## src/rtl/nibble_serial_adder_seq.sv

```systemverilog
// Serial sequencer that adds two WORDS-nibble operands one slice per cycle through an external
// 4-bit adder. Optional signed-overflow output enabled by NIBBLE_SERIAL_ADDER_OVF_EN.
module nibble_serial_adder_seq #(
  parameter int unsigned WORDS = 4
) (
  input  logic               clk,
  input  logic               rst_n,
  input  logic               in_valid,
  output logic               in_ready,
  input  logic [4*WORDS-1:0] in_a,
  input  logic [4*WORDS-1:0] in_b,
  input  logic               in_cin,
  output logic               out_valid,
  input  logic               out_ready,
  output logic [4*WORDS-1:0] out_sum,
  output logic               out_cout,
  output logic [3:0]         add_a,
  output logic [3:0]         add_b,
  output logic               add_cin,
  input  logic [3:0]         add_sum,
`ifdef NIBBLE_SERIAL_ADDER_OVF_EN
  input  logic               add_cout,
  output logic               out_ovf
`else
  input  logic               add_cout
`endif
);

  localparam int unsigned Width = 4 * WORDS;
  localparam int unsigned IdxW  = (WORDS > 1) ? $clog2(WORDS) : 1;
  localparam logic [IdxW-1:0] LastIdx = IdxW'(WORDS - 1);

  typedef enum logic [1:0] {StIdle, StRun, StDone} state_e;

  state_e            r_state;
  state_e            w_state_next;
  logic [IdxW-1:0]   r_idx;
  logic              r_carry;
  logic [Width-1:0]  r_a;
  logic [Width-1:0]  r_b;
  logic [Width-1:0]  r_sum;
  logic [3:0]        w_a_nib;
  logic [3:0]        w_b_nib;
  logic              w_accept;
  logic              w_last;

  assign w_accept = (r_state == StIdle) && in_valid;
  assign w_last   = (r_idx == LastIdx);

  always_ff @(posedge clk or negedge rst_n) begin
    if (!rst_n) begin
      r_state <= StIdle;
    end else begin
      r_state <= w_state_next;
    end
  end

  always_comb begin
    w_state_next = r_state;
    unique case (r_state)
      StIdle:  if (in_valid) w_state_next = StRun;
      StRun:   if (w_last) w_state_next = StDone;
      StDone:  if (out_ready) w_state_next = StIdle;
      default: w_state_next = StIdle;
    endcase
  end

  // Slice select from the registered operands.
  always_comb begin
    w_a_nib = '0;
    w_b_nib = '0;
    for (int i = 0; i < int'(WORDS); i++) begin
      if (r_idx == IdxW'(i)) begin
        w_a_nib = r_a[4*i +: 4];
        w_b_nib = r_b[4*i +: 4];
      end
    end
  end

  always_comb begin
    in_ready  = (r_state == StIdle);
    out_valid = (r_state == StDone);
    out_sum   = (r_state == StDone) ? r_sum : '0;
    out_cout  = (r_state == StDone) ? r_carry : 1'b0;
    add_a     = (r_state == StRun) ? w_a_nib : 4'h0;
    add_b     = (r_state == StRun) ? w_b_nib : 4'h0;
    add_cin   = (r_state == StRun) ? r_carry : 1'b0;
  end

  always_ff @(posedge clk or negedge rst_n) begin
    if (!rst_n) begin
      r_idx   <= '0;
      r_carry <= 1'b0;
      r_a     <= '0;
      r_b     <= '0;
      r_sum   <= '0;
    end else if (w_accept) begin
      r_a     <= in_a;
      r_b     <= in_b;
      r_carry <= in_cin;
      r_idx   <= '0;
      r_sum   <= '0;
    end else if (r_state == StRun) begin
      for (int i = 0; i < int'(WORDS); i++) begin
        if (r_idx == IdxW'(i)) begin
          r_sum[4*i +: 4] <= add_sum;
        end
      end
      r_carry <= add_cout;
      if (!w_last) begin
        r_idx <= r_idx + IdxW'(1);
      end
    end
  end

`ifdef NIBBLE_SERIAL_ADDER_OVF_EN
  logic r_ovf;

  // Carry into the top bit is recovered from its sum bit and the operand MSBs.
  always_ff @(posedge clk or negedge rst_n) begin
    if (!rst_n) begin
      r_ovf <= 1'b0;
    end else if (w_accept) begin
      r_ovf <= 1'b0;
    end else if ((r_state == StRun) && w_last) begin
      r_ovf <= w_a_nib[3] ^ w_b_nib[3] ^ add_sum[3] ^ add_cout;
    end
  end

  assign out_ovf = (r_state == StDone) ? r_ovf : 1'b0;
`endif

endmodule

```

## config.mk

```make
export PLATFORM = sky130hd
export DESIGN_NAME = nibble_serial_adder_seq
export DESIGN_NICKNAME = d
export VERILOG_FILES = /design/src/rtl/nibble_serial_adder_seq.sv
export SDC_FILE = /design/constraint.sdc
export NUM_CORES = 1
export LEC_CHECK = 0
export ABC_CLOCK_PERIOD_IN_PS = 5200
export CAP_MARGIN = 20
export CORE_ASPECT_RATIO = 0.9
export CORE_MARGIN = 2
export CORE_UTILIZATION = 52
export CTS_BUF_LIST = sky130_fd_sc_hd__clkbuf_16
export DETAILED_ROUTE_END_ITERATION = 16
export MAX_ROUTING_LAYER = met4
export PLACE_DENSITY = 0.85
export SLEW_MARGIN = 20
export SYNTH_ARGS = -nofsm -noshare
export SYNTH_HDL_FRONTEND = slang
export SYNTH_SLANG_ARGS = --single-unit
```

## constraint.sdc

```tcl
create_clock -name clk -period 5.2 [get_ports clk]
set_input_delay 1.3 -clock clk [delete_from_list [all_inputs] [get_ports clk]]
set_output_delay 1.3 -clock clk [all_outputs]
set_load 0.05 [all_outputs]
```

==> results of run 1 <==
## synth_stat cells
cell type	number	area, µm²
clkbuf_1	5	18.8
ha_1	4	50.1
xnor2_1	1	8.76
or2_2	1	6.26
buf_2	9	45.0
nand3b_1	4	30.0
nor3b_4	1	18.8
nor3_1	1	5.00
nand3_1	23	115
a32o_1	1	10.0
nor3b_1	1	7.51
nand2b_1	1	6.26
dfrtp_1	53	1330
mux2_1	3	33.8
a221oi_1	7	61.3
buf_6	3	33.8
nor2_1	2	7.51
o21ai_0	4	20.0
buf_4	2	15.0
o41ai_1	7	61.3
and2_1	18	113
a22oi_1	1	7.51
mux2_2	29	327
nand2_1	19	71.3
inv_1	3	11.3
nor2b_1	11	68.8
a21oi_1	18	90.1
## power by group
group	internal, µW	switching [µW]	total [µW]	leakage, µW
clock	275	143	418	0.0000938
sequential	616	133	750	0.000651
combinational	430	608	1040	0.000646
## cell families after synthesis
family | count (synthesis)
multiplexers | 32
adder cells (fa/ha/maj) | 4
XOR/XNOR | 1
AO/OA/AOI/OAI | 38
AND/OR/NAND/NOR | 82
buffers and inverters | 22
flip-flops | 53
## worst max-delay path: cells and delay by family, from the launching register on
kind / cells / cell delay (ns)
compound gates: 2 / 0.60
fa+ha+maj: 1 / 0.38
buf+inv: 2 / 0.97
simple gates: 1 / 0.57
flops: 1 / 0.40
## routing by layer
metal	GRT usage [%]	vias to the layer above
met5	-	-
li1	-	940
met3	5.23	8
met2	36.7	71
met1	29.6	991
met4	5.65	0
## worst max path at each step
stage,startpoint,to,slack (ns),cells after the start
2_1_floorplan,r_idx[0],add_a[0],1.07,6
3_3_place_gp,r_idx[0],add_a[1],1.18,5
3_5_place_dp,r_idx[1],add_b[1],1.07,6
4_1_cts,r_idx[1],add_b[1],0.70,6
5_1_grt,r_idx[1],add_b[1],0.56,6
6_report,r_idx[1],add_b[1],0.70,6
## registers in the layout (all words and copies together) (netlist names)
signal	count
r_state	2
r_carry	1
r_idx	2
r_sum	16
r_b	16
r_a	16
## final cells by class
type	instances	area share, %
Timing Repair Buffer	72	20.6
Multi-Input combinational cell	157	32.6
Inverter	3	0.328
Sequential cell	53	38.6
Clock buffer	5	3.64
Tap cell	65	2.37
Clock inverter	3	1.89
## metrics by stage
stage / utilization [%] / instance area [µm²] / hold WS [ns] / power, µW
detailed placement: 67.6 / 3250 / 0.479 / 1790
finish: 71.6 / 3440 / 0.494 / 2210
global placement: 67.6 / 3250 / 0.470 / 1750
global route: 71.6 / 3440 / 0.524 / 2330
CTS: 71.6 / 3440 / 0.494 / 2210
floorplan: - / 2570 / 0.459 / 1510
==> impl_metrics.ini, run 1 <==
[finish]
seq_area_um2 = 1330
multi_input_area_um2 = 1120
area_growth_pct = 33.9
nNetsFinal = 338
drive_gt1_share_pct = 15.0
final_cell_mix = clkdlybuf4s50_1 (68), dfrtp_1 (53), mux2_2 (29), nand3_1 (23), nand2_1 (19)
nFillCells = 353
mostFrequentLayoutCell = clkdlybuf4s50_1
stdcell_count = 358
n_antenna_cell = 0

[drt]
met2_length_mm = 2.77
highest_layer = met4
ant_nets = 0
firstDrtPassIters = 4
viasPerCell = 5.61
drt-total-wl_mm = 5.74
first_iter_violations = 163
m1WireLength_mm = 2.55
remaining_drc_errors = 0
drt-wirelength-per-cell_um = 16.0
wl_met3_um = 352
vias = 2010

[run]
drv_cap = 0

[clock_tree]
root_buffer = clkbuf_16
cts_tree = built
clockBufferDepth = 2
cts_inserted_buffers = 5
postCtsSetupBuffers = 0
hold_buffers = 0
clk_pin_slew_ns = 0.07
clkLatencyLatePin_ns = 0.29
cts_resized = 0
cts_sinks = 53
htree_levels = 2

[sta]
slew_viol_final = 0
worst_pin_slew_ns = 0.895
setup_viol = 0
max_clock_freq_mhz = 222
hold_viol = 0
fin_skew_ns = 0.00271
timing.final.crit_share_pct = 86.5
min_period_ns = 4.50
setup_ws_ns = 0.702
rsz0062_at_grt = no
fin_tns_setup_ns = 0
slew_headroom_pct = 40.2

[worst_setup_path]
cpPeakStageDelay_ns = 0.89
crit_chain = inv_1, ha_1, nor2b_1, a221oi_1, o41ai_1, clkdlybuf4s50_1
rrSetupSlack_ns = 3.41
crit_path_end_kind = output pin
crit_path_max_fanout = 15
startpoint_type = flop
cp.arrival_ns = 3.20
worstReg2RegStart = r_state[0]
cp.required_ns = 3.90
critical-path-slowest-cell = clkdlybuf4s50_1
reg2reg_to = r_a[15]
r2r.worst_path.cells = 3
critPathKind = flop to output pin

[synth]
syn_nets = 278
syn_inst = 232
seq_area_frac_synth_pct = 51.6
synth_warnings = 0
synth_mux_area_share_pct = 14.0
synth_fa_ha_area_share_pct = 1.95
ys_ff_latch = 53
synth.avg_cell_area_um2 = 11.1
synth_top_family_by_area = simple AND/OR/NAND/NOR gates
synth_compound_area_share_pct = 9.74
synth_cell_type_count = 27
synth_area_um2 = 2570
synthXorXnorAreaFrac_pct = 0.341
synthSimpleGateAreaFrac_pct = 17.5

[place]
preCtsSetupSlack_ns = 1.07
placedCellCount = 350
dp_hpwl_mm = 3.86
place_congestion = 0.783
portBuffers = 69

[grt]
antenna_found_initial = 0
grt_pass1_vias = 2060
grt_max_degree = 54
grt_usage_pct = 22.8
overflow = 0
grt_pass1_wl_mm = 9.73

[power_and_ir_drop]
p_leak_uw = 0.00139
p_per_area_nw_per_um2 = 641
vdd_drop_max_uv = 400

[floorplanning]
core_area_um2 = 4800
io_pins = 70
die_area_um2 = 5520
initial_core_util_pct = 53.5
fp-row-count = 24
die_y_um = 70.7
die_w_um = 78.1

[status]
status = finished, final reports clean

[worst_hold_path]
whs_endpoint = r_a[9]
hold_path_class = flop to flop
hold_depth = 1
min-delay-start = r_a[9]
Power figures use the tool's default switching activity.
==> run 2: changes to the inputs <==
--- a/config.mk
+++ b/config.mk
@@ -13,8 +13,7 @@
 export CTS_BUF_LIST = sky130_fd_sc_hd__clkbuf_16
 export DETAILED_ROUTE_END_ITERATION = 16
 export MAX_ROUTING_LAYER = met4
-export PLACE_DENSITY = 0.85
-export SLEW_MARGIN = 20
+export PLACE_DENSITY = 0.94
 export SYNTH_ARGS = -nofsm -noshare
 export SYNTH_HDL_FRONTEND = slang
 export SYNTH_SLANG_ARGS = --single-unit
==> run 2 against run 1 <==
Against the previous run: global-route usage up 0.75 points; via count down 0.40%; sequential share of layout area up 0.084 points; non-clock buffer count unchanged; utilization down 0.16 points; clock skew up 0.0045 ns; setup slack better by 0.089 ns; first-iteration DRC count up 11%; fmax up 2.0%; total power down 2.1%; final area down 0.22%; critical endpoint unchanged.
==> impl_metrics.ini, run 2 (synthesis gave the netlist of run 1 again) <==
[floorplanning]
initial_core_util_pct = 53.5
core_area_um2 = 4800
die_y_um = 70.7
fp-row-count = 24
die_w_um = 78.1
io_pins = 70
die_area_um2 = 5520

[grt]
overflow = 0
antenna_found_initial = 0
grt_pass1_vias = 2080
grt_max_degree = 54
grt_pass1_wl_mm = 9.83
grt_usage_pct = 23.5

[drt]
drt-wirelength-per-cell_um = 16.3
drt-total-wl_mm = 5.83
vias = 2002
viasPerCell = 5.59
first_iter_violations = 181
firstDrtPassIters = 4
ant_nets = 0
remaining_drc_errors = 0

[worst_setup_path]
critical-path-slowest-cell = clkdlybuf4s50_1
worstReg2RegStart = r_state[0]
cp.required_ns = 3.90
startpoint_type = flop
crit_path_end_kind = output pin
cp.arrival_ns = 3.11
crit_path_max_fanout = 15
critPathKind = flop to output pin
cpPeakStageDelay_ns = 0.88
rrSetupSlack_ns = 3.29
crit_chain = inv_1, ha_1, nor2b_1, a221oi_1, o41ai_1, clkdlybuf4s50_1
startpoint = r_idx[1]

[sta]
min_period_ns = 4.41
rsz0062_at_grt = no
fin_skew_ns = 0.00721
hold_viol = 0
timing.final.crit_share_pct = 84.8
setup_viol = 0
slew_headroom_pct = 42.1
max_clock_freq_mhz = 227
worst_pin_slew_ns = 0.867
slew_viol_final = 0
setup_ws_ns = 0.791
fin_tns_setup_ns = 0

[finish]
nNetsFinal = 338
drive_gt1_share_pct = 14.3
n_antenna_cell = 0
multi_input_area_um2 = 1120
top_regs = r_a x16, r_b x16, r_sum x16
seq_area_um2 = 1330
mostFrequentLayoutCell = clkdlybuf4s50_1
finalInstanceArea_um2 = 3430
post-route-util_pct = 71.4
final_cell_mix = clkdlybuf4s50_1 (68), dfrtp_1 (53), mux2_2 (29), nand3_1 (23), nand2_1 (19)
area_growth_pct = 33.6
nFillCells = 362

[clock_tree]
htree_levels = 2
clockBufferDepth = 2
cts_sinks = 53
postCtsSetupBuffers = 0
root_buffer = clkbuf_16
cts_resized = 0
clkLatencyLatePin_ns = 0.29
clk_pin_slew_ns = 0.06
hold_buffers = 0
cts_inserted_buffers = 5
cts_tree = built

[place]
preCtsSetupSlack_ns = 1.12
dp_hpwl_mm = 4.07
place_congestion = 0.834
post_dp_cell_area_um2 = 3270
portBuffers = 69

[run]
drv_cap = 0

[power_and_ir_drop]
vdd_drop_max_uv = 426
power.total_uw = 2160
p_per_area_nw_per_um2 = 630
p_leak_uw = 0.00139

[worst_hold_path]
hold_path_class = flop to flop
min-delay-start = r_a[13]

[status]
status = finished, final reports clean
-- run 2: final cells by class --
type,instances,share of cell area [%]
repair buffers,72,21.2
well taps,65,2.37
inverters,3,0.328
multi-input cells,157,32.7
flip-flops and latches,53,38.7
clock buffers,5,3.65
clock inverters,3,1.09
-- run 2: where the power goes --
part	internal, µW	switching (µW)
clock network	224	139
logic	432	616
registers	617	133
-- run 2: critical path: cells and delay by family (launching register included) --
kind	cells	cell delay [ns]
AO/OA/AOI/OAI	2	0.59
adder cells (fa/ha/maj)	1	0.37
buffers and inverters	2	0.95
flip-flops	1	0.39
AND/OR/NAND/NOR	1	0.52
-- run 2: routing by layer --
metal	GRT usage, %	vias up	part of all wire, %
li1	-	938	-
met5	-	-	0
met1	28.3	968	41
met3	6.51	16	7.5
met2	37.6	80	49
met4	9.94	0	2.2
-- run 2: worst paths after layout --
| check | endpoint | depth (start not counted) |
|---|---|---|
| worst max-delay path | add_b[1] | 6 |
| worst min-delay path | r_a[13] | 1 |
| worst max register to register | r_sum[13] | 4 |
| worst min register to register | r_a[13] | 1 |
| max in group asynchronous | r_sum[7] | 2 |
| min in group asynchronous | r_carry | 1 |
-- run 2: per-stage QoR --
stage / instances / hold WS [ns]
finish: 358 / 0.494
global route: 358 / 0.529
CTS: 358 / 0.495
detailed placement: 350 / 0.480
global placement: 349 / 0.470
floorplan: 232 / 0.459
==> run 3: changes to the inputs <==
--- a/config.mk
+++ b/config.mk
@@ -5,15 +5,15 @@
 export SDC_FILE = /design/constraint.sdc
 export NUM_CORES = 1
 export LEC_CHECK = 0
-export ABC_CLOCK_PERIOD_IN_PS = 5200
+export ABC_CLOCK_PERIOD_IN_PS = 4200
 export CAP_MARGIN = 20
 export CORE_ASPECT_RATIO = 0.9
 export CORE_MARGIN = 2
-export CORE_UTILIZATION = 52
+export CORE_UTILIZATION = 48
 export CTS_BUF_LIST = sky130_fd_sc_hd__clkbuf_16
 export DETAILED_ROUTE_END_ITERATION = 16
 export MAX_ROUTING_LAYER = met4
-export PLACE_DENSITY = 0.94
+export PLACE_DENSITY = 0.89
 export SYNTH_ARGS = -nofsm -noshare
 export SYNTH_HDL_FRONTEND = slang
 export SYNTH_SLANG_ARGS = --single-unit
==> constraint.sdc (replaced) <==
create_clock -name clk -period 4.2 [get_ports clk]
set_input_delay 1.05 -clock clk [delete_from_list [all_inputs] [get_ports clk]]
set_output_delay 1.05 -clock clk [all_outputs]
set_load 0.05 [all_outputs]
==> run 3 against run 2 <==
Against the previous run: register-to-register slack got worse by 0.87 ns; count of clock-buffer cells in the layout is the same; final area grew 0.22%; clock skew is 0.0013 ns lower; die area is 7.9% higher; utilization shrank 5.2 points; worst hold slack lost 0.0048 ns; first-iteration DRC count shrank 8.8%; critical endpoint is now add_a[3]; sequential power rose by 24%; routed wire length shrank 0.77%.
==> impl_metrics.ini, run 3 (synthesis gave the netlist of run 1 again) <==
[status]
status = finished, final reports clean

[sta]
whs_ns = 0.489
max_clock_freq_mhz = 253
timing.final.crit_share_pct = 94.0
setup_viol = 0
fin_skew_ns = 0.00593
min_period_ns = 3.95
worst_pin_slew_ns = 0.843
fin_tns_setup_ns = 0
slew_viol_final = 0
slew_headroom_pct = 43.7
rsz0062_at_grt = no
hold_viol = 0

[drt]
remaining_drc_errors = 0
drt-total-wl_mm = 5.78
vias = 2012
firstDrtPassIters = 5
first_iter_violations = 165
ant_nets = 0
drt-wirelength-per-cell_um = 16.0
viasPerCell = 5.57

[clock_tree]
cts_tree = built
root_buffer = clkbuf_16
clockBufferDepth = 2
cts_sinks = 53
postCtsSetupBuffers = 0
clkLatencyLatePin_ns = 0.29
cts_resized = 0
htree_levels = 2
hold_buffers = 0
cts_inserted_buffers = 5
clk_pin_slew_ns = 0.06

[worst_setup_path]
startpoint_type = flop
critPathKind = flop to output pin
path_buf_inv = 3
r2r.worst_path.cells = 4
crit_chain = inv_1, ha_1, nor2b_1, buf_4, a221oi_1, o41ai_1, clkdlybuf4s50_1
cpPeakStageDelay_ns = 0.89
cp.arrival_ns = 2.90
cp.depth = 7
cp.required_ns = 3.15
path_delay_family = buffers and inverters
critical-path-slowest-cell = clkdlybuf4s50_1
crit_path_end_kind = output pin
crit_path_max_fanout = 15

[floorplanning]
fp-row-count = 25
io_pins = 70
core_area_um2 = 5190
die_area_um2 = 5950
die_w_um = 81.1
die_y_um = 73.4
initial_core_util_pct = 49.5

[finish]
drive_gt1_share_pct = 15.0
n_antenna_cell = 0
mostFrequentLayoutCell = clkdlybuf4s50_1
area_growth_pct = 33.9
top_regs = r_a x16, r_b x16, r_sum x16
final_cell_mix = clkdlybuf4s50_1 (68), dfrtp_1 (53), mux2_2 (29), nand3_1 (23), nand2_1 (19)
nNetsFinal = 339

[grt]
grt_pass1_wl_mm = 9.65
grt_max_degree = 46
grt_pass1_vias = 2034
antenna_found_initial = 0
overflow = 0
grt_usage_pct = 22.0

[worst_hold_path]
hold_depth = 1
hold_path_class = flop to flop

[power_and_ir_drop]
vdd_drop_max_uv = 659
p_leak_uw = 0.00139
p_per_area_nw_per_um2 = 783

[place]
portBuffers = 69
place_congestion = 0.871
dp_hpwl_mm = 4.22

[run]
drv_cap = 0
-- run 3: changes by cell type in the layout (fill, tap and decap cells not counted), sizes merged --
cell / before / now
buf: 4 / 5
-- run 3: final timing paths --
path	to	startpoint	slack [ns]
worst max-delay path	add_a[3]	r_idx[1]	0.25
worst min-delay path	r_a[9]	r_a[9]	0.49
worst max register to register	r_sum[13]	r_state[0]	2.42
worst min register to register	r_a[9]	r_a[9]	0.49
max in group asynchronous	r_a[9]	rst_n	2.61
min in group asynchronous	r_sum[5]	rst_n	0.84
-- run 3: area by class of cell --
class                      instances  area, µm²
sequential                        53       1330
inverter                           3       11.3
tap                               67       83.8
clock inverter                     3       42.5
clock buffer                       5        125
multi-input combinational        157       1120
timing repair buffer              73        728
fill                             442       1750
-- run 3: stage by stage --
stage / utilization [%] / total power, µW / cells / cell area, µm² / worst slack (ns)
after detailed placement: 63.0 / 2240 / 353 / 3270 / 0.579
after floorplan: - / 1870 / 232 / 2570 / 0.317
final: 66.2 / 2690 / 361 / 3440 / 0.251
after global placement: 63.0 / 2190 / 353 / 3270 / 0.686
after global routing: 66.2 / 2870 / 361 / 3440 / 0.00648
after CTS: 66.2 / 2710 / 361 / 3440 / 0.222
-- run 3: power breakdown --
group / internal, µW / leakage (µW) / total, µW / switching, µW
sequential: 763 / 0.000651 / 927 / 164
clock: 280 / 0.0000852 / 457 / 177
combinational: 548 / 0.000654 / 1310 / 760
-- run 3: worst reg2reg max path: stages, from the launching register on --
cell	delay (ns)
dfrtp_1	0.53
nor2b_2	0.60
buf_4	0.30
nand3_1	0.11
a21oi_1	0.17
-- run 3: layer usage --
layer	vias to the layer above	routed length (µm)	GRT usage (%)
met2	92	2720	34.6
met5	-	0	-
met4	0	83	6.40
met1	966	2510	28.3
met3	11	475	5.77
li1	943	-	-
